===== config.mk =====
export PLATFORM = sky130hd
export DESIGN_NAME = hilo_divider
export DESIGN_NICKNAME = d
export VERILOG_FILES = /design/src/rtl/alu_pkg.sv /design/src/rtl/div_step.sv /design/src/rtl/hilo_divider.sv
export SDC_FILE = /design/constraint.sdc
export NUM_CORES = 1
export LEC_CHECK = 0
export BUFFER_PORTS_ARGS = -buffer_cell sky130_fd_sc_hd__buf_2
export CAP_MARGIN = 20
export CELL_PAD_IN_SITES_DETAIL_PLACEMENT = 0
export CELL_PAD_IN_SITES_GLOBAL_PLACEMENT = 2
export CORE_MARGIN = 3
export CORE_UTILIZATION = 37
export CTS_BUF_LIST = sky130_fd_sc_hd__clkbuf_8 sky130_fd_sc_hd__clkbuf_16
export CTS_CLUSTER_DIAMETER = 200
export DETAILED_ROUTE_END_ITERATION = 16
export GPL_TIMING_DRIVEN = 0
export PLACE_DENSITY = 0.82
export RECOVER_POWER = 25
export SETUP_SLACK_MARGIN = 0.2
export SYNTH_ARGS = -nofsm -noshare
export SYNTH_HDL_FRONTEND = slang
export SYNTH_SLANG_ARGS = --single-unit

===== constraint.sdc =====
create_clock -name clk -period 4.5 [get_ports clk]
set_clock_uncertainty 0.15 [all_clocks]
set_input_delay 0.45 -clock clk [delete_from_list [all_inputs] [get_ports clk]]
set_output_delay 0.45 -clock clk [all_outputs]
set_load 0.005 [all_outputs]

===== src/rtl/alu_pkg.sv =====
// Shared ALU definitions: function codes and the divider state encoding.
package alu_pkg;

  localparam logic [5:0] FN_MFHI  = 6'd16;
  localparam logic [5:0] FN_MFLO  = 6'd18;
  localparam logic [5:0] FN_MULTU = 6'd25;
  localparam logic [5:0] FN_DIV   = 6'd26;
  localparam logic [5:0] FN_DIVU  = 6'd27;

  typedef enum logic [1:0] {
    IDLE = 2'd0,
    RUN  = 2'd1,
    DONE = 2'd2
  } div_state_e;

endpackage


===== src/rtl/div_step.sv =====
// One restoring-division iteration: shift {rem,quo} left, subtract divisor when it fits.
module div_step #(
  parameter int unsigned WIDTH = 32
) (
  input  logic [WIDTH:0]   rem_i,
  input  logic [WIDTH-1:0] quo_i,
  input  logic [WIDTH-1:0] divisor_i,
  output logic [WIDTH:0]   rem_o,
  output logic [WIDTH-1:0] quo_o
);

  logic [WIDTH+1:0] shifted;
  logic [WIDTH+1:0] dvs_ext;

  always_comb begin
    shifted = {rem_i, quo_i[WIDTH-1]};
    dvs_ext = {2'b00, divisor_i};
    if (shifted >= dvs_ext) begin
      rem_o = (WIDTH+1)'(shifted - dvs_ext);
      quo_o = {quo_i[WIDTH-2:0], 1'b1};
    end else begin
      rem_o = (WIDTH+1)'(shifted);
      quo_o = {quo_i[WIDTH-2:0], 1'b0};
    end
  end

endmodule


===== src/rtl/hilo_divider.sv =====
// Sequential DIVU unit writing quotient to Lo and remainder to Hi, read via MFHI/MFLO.
// Define HILO_DIVIDER_SIGNED_EN to also accept signed DIV (function code 26).
module hilo_divider
  import alu_pkg::*;
#(
  parameter int unsigned WIDTH = 32
) (
  input  logic             clk,
  input  logic             reset,
  input  logic [WIDTH-1:0] dataA,
  input  logic [WIDTH-1:0] dataB,
  input  logic [5:0]       Signal,
  output logic [WIDTH-1:0] Output,
  output logic             busy,
  output logic             dbz
);

  localparam int unsigned CNT_W = $clog2(WIDTH);

  div_state_e       state_q, state_d;
  logic [WIDTH:0]   rem_q, rem_d;
  logic [WIDTH-1:0] quo_q, quo_d;
  logic [WIDTH-1:0] dvs_q, dvs_d;
  logic [WIDTH-1:0] hi_q, hi_d;
  logic [WIDTH-1:0] lo_q, lo_d;
  logic [CNT_W-1:0] count_q, count_d;
  logic             busy_q, busy_d;
  logic             dbz_q, dbz_d;
  logic [5:0]       sig_prev_q, sig_prev_d;

  logic [WIDTH:0]   step_rem;
  logic [WIDTH-1:0] step_quo;
  logic             start_u;
  logic             start_s;
  logic [WIDTH-1:0] rem_lo;

`ifdef HILO_DIVIDER_SIGNED_EN
  logic sa_q, sa_d;
  logic sb_q, sb_d;
`endif

  div_step #(.WIDTH(WIDTH)) u_step (
    .rem_i    (rem_q),
    .quo_i    (quo_q),
    .divisor_i(dvs_q),
    .rem_o    (step_rem),
    .quo_o    (step_quo)
  );

  always_ff @(posedge clk) begin
    if (!reset) begin
      state_q    <= IDLE;
      rem_q      <= '0;
      quo_q      <= '0;
      dvs_q      <= '0;
      hi_q       <= '0;
      lo_q       <= '0;
      count_q    <= '0;
      busy_q     <= 1'b0;
      dbz_q      <= 1'b0;
      sig_prev_q <= '0;
`ifdef HILO_DIVIDER_SIGNED_EN
      sa_q       <= 1'b0;
      sb_q       <= 1'b0;
`endif
    end else begin
      state_q    <= state_d;
      rem_q      <= rem_d;
      quo_q      <= quo_d;
      dvs_q      <= dvs_d;
      hi_q       <= hi_d;
      lo_q       <= lo_d;
      count_q    <= count_d;
      busy_q     <= busy_d;
      dbz_q      <= dbz_d;
      sig_prev_q <= sig_prev_d;
`ifdef HILO_DIVIDER_SIGNED_EN
      sa_q       <= sa_d;
      sb_q       <= sb_d;
`endif
    end
  end

  // Next-state and datapath; starts are edge-qualified against last cycle's Signal.
  always_comb begin
    state_d    = state_q;
    rem_d      = rem_q;
    quo_d      = quo_q;
    dvs_d      = dvs_q;
    hi_d       = hi_q;
    lo_d       = lo_q;
    count_d    = count_q;
    busy_d     = busy_q;
    dbz_d      = dbz_q;
    sig_prev_d = Signal;
    rem_lo     = rem_q[WIDTH-1:0];
    start_u    = (Signal == FN_DIVU) && (sig_prev_q != FN_DIVU);
`ifdef HILO_DIVIDER_SIGNED_EN
    start_s    = (Signal == FN_DIV) && (sig_prev_q != FN_DIV);
    sa_d       = sa_q;
    sb_d       = sb_q;
`else
    start_s    = 1'b0;
`endif

    case (state_q)
      IDLE: begin
        if (start_u || start_s) begin
          quo_d   = dataA;
          dvs_d   = dataB;
          rem_d   = '0;
          count_d = '0;
          busy_d  = 1'b1;
          state_d = RUN;
`ifdef HILO_DIVIDER_SIGNED_EN
          sa_d = start_s && dataA[WIDTH-1];
          sb_d = start_s && dataB[WIDTH-1];
          if (sa_d) quo_d = -dataA;
          if (sb_d) dvs_d = -dataB;
`endif
        end
      end
      RUN: begin
        rem_d   = step_rem;
        quo_d   = step_quo;
        count_d = count_q + CNT_W'(1);
        if (count_q == CNT_W'(WIDTH-1)) state_d = DONE;
      end
      DONE: begin
        hi_d    = rem_lo;
        lo_d    = quo_q;
        dbz_d   = (dvs_q == '0);
        busy_d  = 1'b0;
        state_d = IDLE;
`ifdef HILO_DIVIDER_SIGNED_EN
        // Divide by zero keeps the all-ones quotient; remainder follows the dividend sign.
        if ((sa_q ^ sb_q) && (dvs_q != '0)) lo_d = -quo_q;
        if (sa_q) hi_d = -rem_lo;
`endif
      end
      default: state_d = IDLE;
    endcase
  end

  always_comb begin
    case (Signal)
      FN_MFHI: Output = hi_q;
      FN_MFLO: Output = lo_q;
      default: Output = '0;
    endcase
  end

  assign busy = busy_q;
  assign dbz  = dbz_q;

endmodule


# Word level (Yosys, flattened, before mapping)
# Cells that the tools add are included.
# word_totals
reg_bits	176
in_bits	72
wordCells	45
output_inout_bits	34
# classes
reduce_logical	9
addsub	2
n_mux	14
eq_ne	9
n_lt_le_gt_ge	1
# op_table
op	n
32-bit case mux with 2 select lines	2
33-bit two-way mux	2
33-bit case mux with 2 select lines	1
34-bit by 32-bit greater-or-equal comparator with 1-bit output	1
33-bit by 32-bit subtractor with 33-bit output	1
32-bit zero test	1
32-bit two-way mux	1
6-bit by 5-bit equality test with 1-bit output (second input constant)	3
5-bit case mux with 2 select lines	1
2-bit AND reduction	4
6-bit by 5-bit != test with 1-bit output (second input constant)	1
5-bit by 1-bit adder with 5-bit output (second input constant)	1
5-bit equality test (second input constant)	1
5-bit two-way mux	1
2-bit two-way mux	2
2-bit != test (second input constant)	2
2-bit case mux with 2 select lines	1
2-bit nonzero test	2
2-bit by 1-bit equality test with 1-bit output (second input constant)	1
2-bit equality test (second input constant)	1
2-bit zero test	1
1-bit two-way mux	2
1-bit case mux with 2 select lines	1
1-bit logical AND	1

# Longest topological paths before layout
# logic_depth
ltp_word	4
depth_mapped	13
depth_no_buf	12

# Cells and area by module
# A second synthesis with hierarchy kept.
# hier_totals
hier_cells	1156
area_unflattened_um2	9485.3
# by_module_without_submodules
mod	instances	area_each_um2	seq_area_each_um2	cells_each
hilo_divider	1	7061.8	3523.4	779
div_step	1	2423.6	0.0	377

# Least setup slack after synthesis
# OpenSTA, ideal clock, no wires.
# synth_timing
path_kind	reg2reg
from	register quo_q[31]
to	register rem_q[17]
path_slack_ns	1.463
n_path_buf	0
arrival_ns	2.770
required_ns	4.233
setup_time_ns	0.117
stages_incl_launch_ff	12
synth_period_minus_slack_ns	3.037
path_cell_list	dfxtp_1 inv_1 ha_1 fa_1 nand2b_1 a211oi_2 o21bai_1 a2111oi_4 o2111ai_2 o21ai_2 mux2_2 a22o_1
# synth_via
elab_chain_len	3
word_cells_on_any_way	4
cone_classes	add/sub (1); order compare (1); mux (2)
# synth_lines
element	line	source
start: declaration	hilo_divider.sv:22	logic [WIDTH-1:0] quo_q, quo_d;
start signal: assignment	hilo_divider.sv:69	quo_q <= quo_d;
33-bit by 32-bit subtractor with 33-bit output or 34-bit by 32-bit greater-or-equal comparator with 1-bit output (tied branches)	div_step.sv:19, div_step.sv:18	
33-bit two-way mux (*)	div_step.sv:18	if (shifted >= dvs_ext) begin
33-bit case mux with 2 select lines (*)	hilo_divider.sv:106	case (state_q)
end signal: assignment	hilo_divider.sv:68	rem_q <= rem_d;
end: declaration	hilo_divider.sv:21	logic [WIDTH:0] rem_q, rem_d;
# Mark *: on every way between the ends. The rest lies on a longest branch, timed or not.
# A chain may end at the register's enable or synchronous reset.

# Worst setup path after layout
# layout_timing
from	register quo_q[31]
to	register rem_q[22]
# Same word-level chain as after synthesis.

==> flow_summary.html <==
<table>
<tr><th>Metric</th><th>Value</th></tr>
<tr><th colspan="2">Setup path</th></tr>
<tr><td>Worst Setup Start Kind</td><td>register</td></tr>
<tr><td>Worst endpoint required time</td><td>4.71 ns</td></tr>
<tr><td>Critical path fanouts, max</td><td>10</td></tr>
<tr><td>Data arrival time of the worst path</td><td>3.80 ns</td></tr>
<tr><td>Crit Path Class</td><td>reg2reg</td></tr>
<tr><td>Critical Path Sink Type</td><td>register</td></tr>
<tr><th colspan="2">Clock tree</th></tr>
<tr><td>Clk_lat worst skew</td><td>0.44 ns</td></tr>
<tr><td>Number of buffers inserted during clock tree synthesis</td><td>17</td></tr>
<tr><td>Number of H-tree branching levels</td><td>4</td></tr>
<tr><td>Post-CTS repair timing setup buffer count</td><td>0</td></tr>
<tr><td>Clock tree from TritonCTS</td><td>yes</td></tr>
<tr><td>Worst-case clock buffer depth</td><td>2</td></tr>
<tr><td>Post-cts sizing count</td><td>0</td></tr>
<tr><td>Number of hold buffers added after CTS</td><td>0</td></tr>
<tr><td>Sink Count</td><td>176</td></tr>
<tr><td>Reg clk slew, reported paths</td><td>0.08 ns</td></tr>
<tr><td>Clock root cell</td><td>sky130_fd_sc_hd__clkbuf_16</td></tr>
<tr><th colspan="2">Route</th></tr>
<tr><td>Number of DRC violations after detailed-routing iteration 0</td><td>415</td></tr>
<tr><td>First-pass iteration count of the detailed router</td><td>4</td></tr>
<tr><td>Detailed-route wire length</td><td>27630 µm</td></tr>
<tr><td>Wirelength per Cell</td><td>16.93 µm</td></tr>
<tr><td>Number of vias per cell after detailed routing</td><td>5.049</td></tr>
<tr><td>Count of antenna-violating nets left after detailed routing</td><td>0</td></tr>
<tr><td>DRC errors left</td><td>0</td></tr>
<tr><td>Vias after detailed routing</td><td>8240</td></tr>
<tr><th colspan="2">Logic synthesis</th></tr>
<tr><td>Synthesized area per cell</td><td>7.851 µm²</td></tr>
<tr><td>Area share of the leading cell type in the synthesized netlist</td><td>0.3829</td></tr>
<tr><td>Netlist area before placement</td><td>9201 µm²</td></tr>
<tr><td>Post-Syn Instances</td><td>1172</td></tr>
<tr><td>EDFF count, synth</td><td>0</td></tr>
<tr><td>Largest cells by area after synthesis</td><td>sky130_fd_sc_hd__dfxtp_1 38%, sky130_fd_sc_hd__nand2_1 13%, sky130_fd_sc_hd__a21boi_0 8.2%</td></tr>
<tr><td>Most common library cells after synthesis</td><td>315 x sky130_fd_sc_hd__nand2_1, 176 x sky130_fd_sc_hd__dfxtp_1, 101 x sky130_fd_sc_hd__a21boi_0</td></tr>
<tr><td>Syn_nets</td><td>1279</td></tr>
<tr><td>Post-synth ARST share</td><td>0</td></tr>
<tr><td>Library cells used by synthesis</td><td>53</td></tr>
<tr><td>Number of synthesis warnings</td><td>0</td></tr>
<tr><td>Most used flip-flop cell after synthesis</td><td>sky130_fd_sc_hd__dfxtp_1</td></tr>
<tr><td>Fraction of the yosys area taken by sequential cells</td><td>0.3829</td></tr>
<tr><td>Seq cells post-synth</td><td>176</td></tr>
<tr><td>Post-synth top area cell</td><td>sky130_fd_sc_hd__dfxtp_1</td></tr>
<tr><td>Most common cell in the netlist</td><td>sky130_fd_sc_hd__nand2_1</td></tr>
<tr><th colspan="2">STA</th></tr>
<tr><td>Setup repair after global routing missed its margin</td><td>false</td></tr>
<tr><td>Setup TNS after final layout</td><td>0 ns</td></tr>
<tr><td>Min cycle time layout</td><td>3.589 ns</td></tr>
<tr><td>Number of endpoints with negative hold slack in the final report</td><td>0</td></tr>
<tr><td>Slew headroom</td><td>0.4610</td></tr>
<tr><td>Fin worst setup slack</td><td>0.9109 ns</td></tr>
<tr><td>Count of endpoints failing setup in the final report</td><td>0</td></tr>
<tr><td>Final-report max-slew violation count</td><td>0</td></tr>
<tr><td>Post-Route Hold Slack</td><td>0.08498 ns</td></tr>
<tr><td>Final cycle utilization of the critical path</td><td>0.7976</td></tr>
<tr><td>Transition time of the tightest slew-check pin</td><td>0.8085 ns</td></tr>
<tr><td>Maximum frequency from static timing analysis</td><td>278.6 MHz</td></tr>
<tr><th colspan="2">Floorplanning</th></tr>
<tr><td>Die X-Extent</td><td>163.7 µm</td></tr>
<tr><td>Y dimension of the die</td><td>163.7 µm</td></tr>
<tr><td>Effective utilization at floorplan</td><td>0.3772</td></tr>
<tr><td>Number of ports placed on the die boundary</td><td>106</td></tr>
<tr><td>Number of rows created at floorplan</td><td>57</td></tr>
<tr><td>Standard cell core area</td><td>24390 µm²</td></tr>
<tr><td>Die outline area</td><td>26800 µm²</td></tr>
<tr><th colspan="2">Global route</th></tr>
<tr><td>Total congestion overflow</td><td>0</td></tr>
<tr><td>Maximum number of pins on one net before global-route repair</td><td>21</td></tr>
<tr><td>Global-route met1 utilization</td><td>0.3025</td></tr>
<tr><td>Global Route met2 Usage</td><td>0.3228</td></tr>
<tr><td>Global-route wire length before repair</td><td>43170 µm</td></tr>
<tr><td>Number of global-route vias before repair</td><td>7814</td></tr>
<tr><td>Overall routing resource usage</td><td>0.2067</td></tr>
<tr><td>Busiest grt layer</td><td>met2</td></tr>
<tr><td>Initial antenna violation count</td><td>1</td></tr>
<tr><td>GR met3 Demand/Resource</td><td>0.02421</td></tr>
<tr><th colspan="2">Place</th></tr>
<tr><td>Placement Cell Area</td><td>10130 µm²</td></tr>
<tr><td>Half-perimeter wire length after placement</td><td>21690 µm</td></tr>
<tr><td>Port Buf Inserts</td><td>104</td></tr>
<tr><td>Post-placement worst setup slack</td><td>0.9186 ns</td></tr>
<tr><td># placed instances</td><td>1600</td></tr>
<tr><td>GPL Wtd Cong</td><td>0.8734</td></tr>
<tr><th colspan="2">Final layout</th></tr>
<tr><td>Relative area change from synthesis to final layout</td><td>16.93%</td></tr>
<tr><td>Number of fill cells</td><td>2615</td></tr>
<tr><td>Number of diodes</td><td>0</td></tr>
<tr><td>Nets@finish</td><td>1402</td></tr>
<tr><td>Final Non-Filler Cells</td><td>1632</td></tr>
<tr><td>Final non-filler cell area</td><td>10760 µm²</td></tr>
<tr><td>Share of final-layout standard cells stronger than drive strength 1</td><td>0.1116</td></tr>
<tr><th colspan="2">Worst hold path</th></tr>
<tr><td>Min-Delay Path Class</td><td>in2reg</td></tr>
<tr><th colspan="2">Power and ir drop</th></tr>
<tr><td>Pleak</td><td>4.619 nW</td></tr>
<tr><td>Power density relative to cell area</td><td>323.5 nW/µm²</td></tr>
<tr><td>Max VDD drop</td><td>0.2205 mV</td></tr>
<tr><th colspan="2">Flow run</th></tr>
<tr><td>Number of max-cap violations</td><td>0</td></tr>
<tr><th colspan="2">Outcome</th></tr>
<tr><td>Outcome</td><td>finished, final reports clean</td></tr>
</table>
-- stage by stage --
stage                       util  power, mW
after global placement    0.4152      1.945
after CTS                 0.4413      3.520
after global routing      0.4411      3.622
after detailed placement  0.4152      1.945
after floorplan                -      1.836
final                     0.4411      3.481
-- critical path, cell delays in order (launching register included) --
cell and delay, ns:
sky130_fd_sc_hd__dfxtp_1 0.34, sky130_fd_sc_hd__inv_1 0.10, sky130_fd_sc_hd__ha_1 0.25, sky130_fd_sc_hd__fa_1 0.42, sky130_fd_sc_hd__nand2b_1 0.19, sky130_fd_sc_hd__a211oi_2 0.23
sky130_fd_sc_hd__o21bai_1 0.18, sky130_fd_sc_hd__a2111oi_4 0.42, sky130_fd_sc_hd__o2111ai_2 0.23, sky130_fd_sc_hd__o21ai_2 0.31, sky130_fd_sc_hd__buf_6 0.22, sky130_fd_sc_hd__nand2_1 0.24
sky130_fd_sc_hd__o21ai_1 0.21
-- layout make-up --
type	instances	area, µm²	share of cell area
repair buffers	104	516.7	0.04803
inverters	38	142.6	0.01326
multi-input cells	880	5229	0.4860
well taps	324	405.4	0.03768
plain buffers	78	306.5	0.02849
flip-flops and latches	176	3523	0.3275
clock buffers	17	425.4	0.03954
clock inverters	15	210.2	0.01954
-- registers in the layout, indices dropped and copies added (netlist names), 2 cells and up --
register    cells
count_q         5
quo_q          32
state_q         2
sig_prev_q      6
dvs_q          32
lo_q           32
rem_q          33
hi_q           32
-- logic make-up after synthesis --
logic type	after synthesis	synth area share
flip-flops	176	0.3829
buffers and inverters	116	0.04882
multiplexers	51	0.05575
AO/OA/AOI/OAI	276	0.2142
adder cells (fa/ha/maj)	35	0.04841
AND/OR/NAND/NOR	491	0.2242
XOR/XNOR	27	0.02570
-- path summary, 6_finish.rpt --
kind	from	endpoint	slack [ns]	depth (start not counted)
max	quo_q[31]	rem_q[22]	0.91	12
min	Signal[2]	sig_prev_q[2]	0.08	2
max reg2reg	quo_q[31]	rem_q[22]	0.91	12
min reg2reg	count_q[3]	count_q[3]	0.31	1
-- where the power goes --
| part | leakage (nW) | internal, mW | switching (mW) |
|---|---|---|---|
| Combinational | 2.89 | 0.144 | 0.186 |
| Clock | 0.307 | 0.817 | 0.756 |
| Sequential | 1.42 | 1.57 | 0.0104 |
| Total | 4.62 | 2.53 | 0.952 |
-- metal layers --
metal | wire, µm | part of all wire | vias up
li1 | - | - | 4248
met1 | 13990 | 0.51 | 3815
met2 | 12200 | 0.44 | 153
met3 | 1026 | 0.037 | 24
met4 | 414 | 0.015 | 0
met5 | 0 | 0 | -
-- cells in the final DEF, fill, tap and decap left out, types with 38 or more instances in the layout --
cell type                  instances
sky130_fd_sc_hd__a21boi_0        101
sky130_fd_sc_hd__buf_2           103
sky130_fd_sc_hd__clkbuf_1         64
sky130_fd_sc_hd__dfxtp_1         176
sky130_fd_sc_hd__inv_1            38
sky130_fd_sc_hd__mux2i_1          49
sky130_fd_sc_hd__nand2_1         315
sky130_fd_sc_hd__nand3_1          45
sky130_fd_sc_hd__nor2_1           65
sky130_fd_sc_hd__o21ai_0          41
No activity file was read; power rests on OpenSTA's default activity.
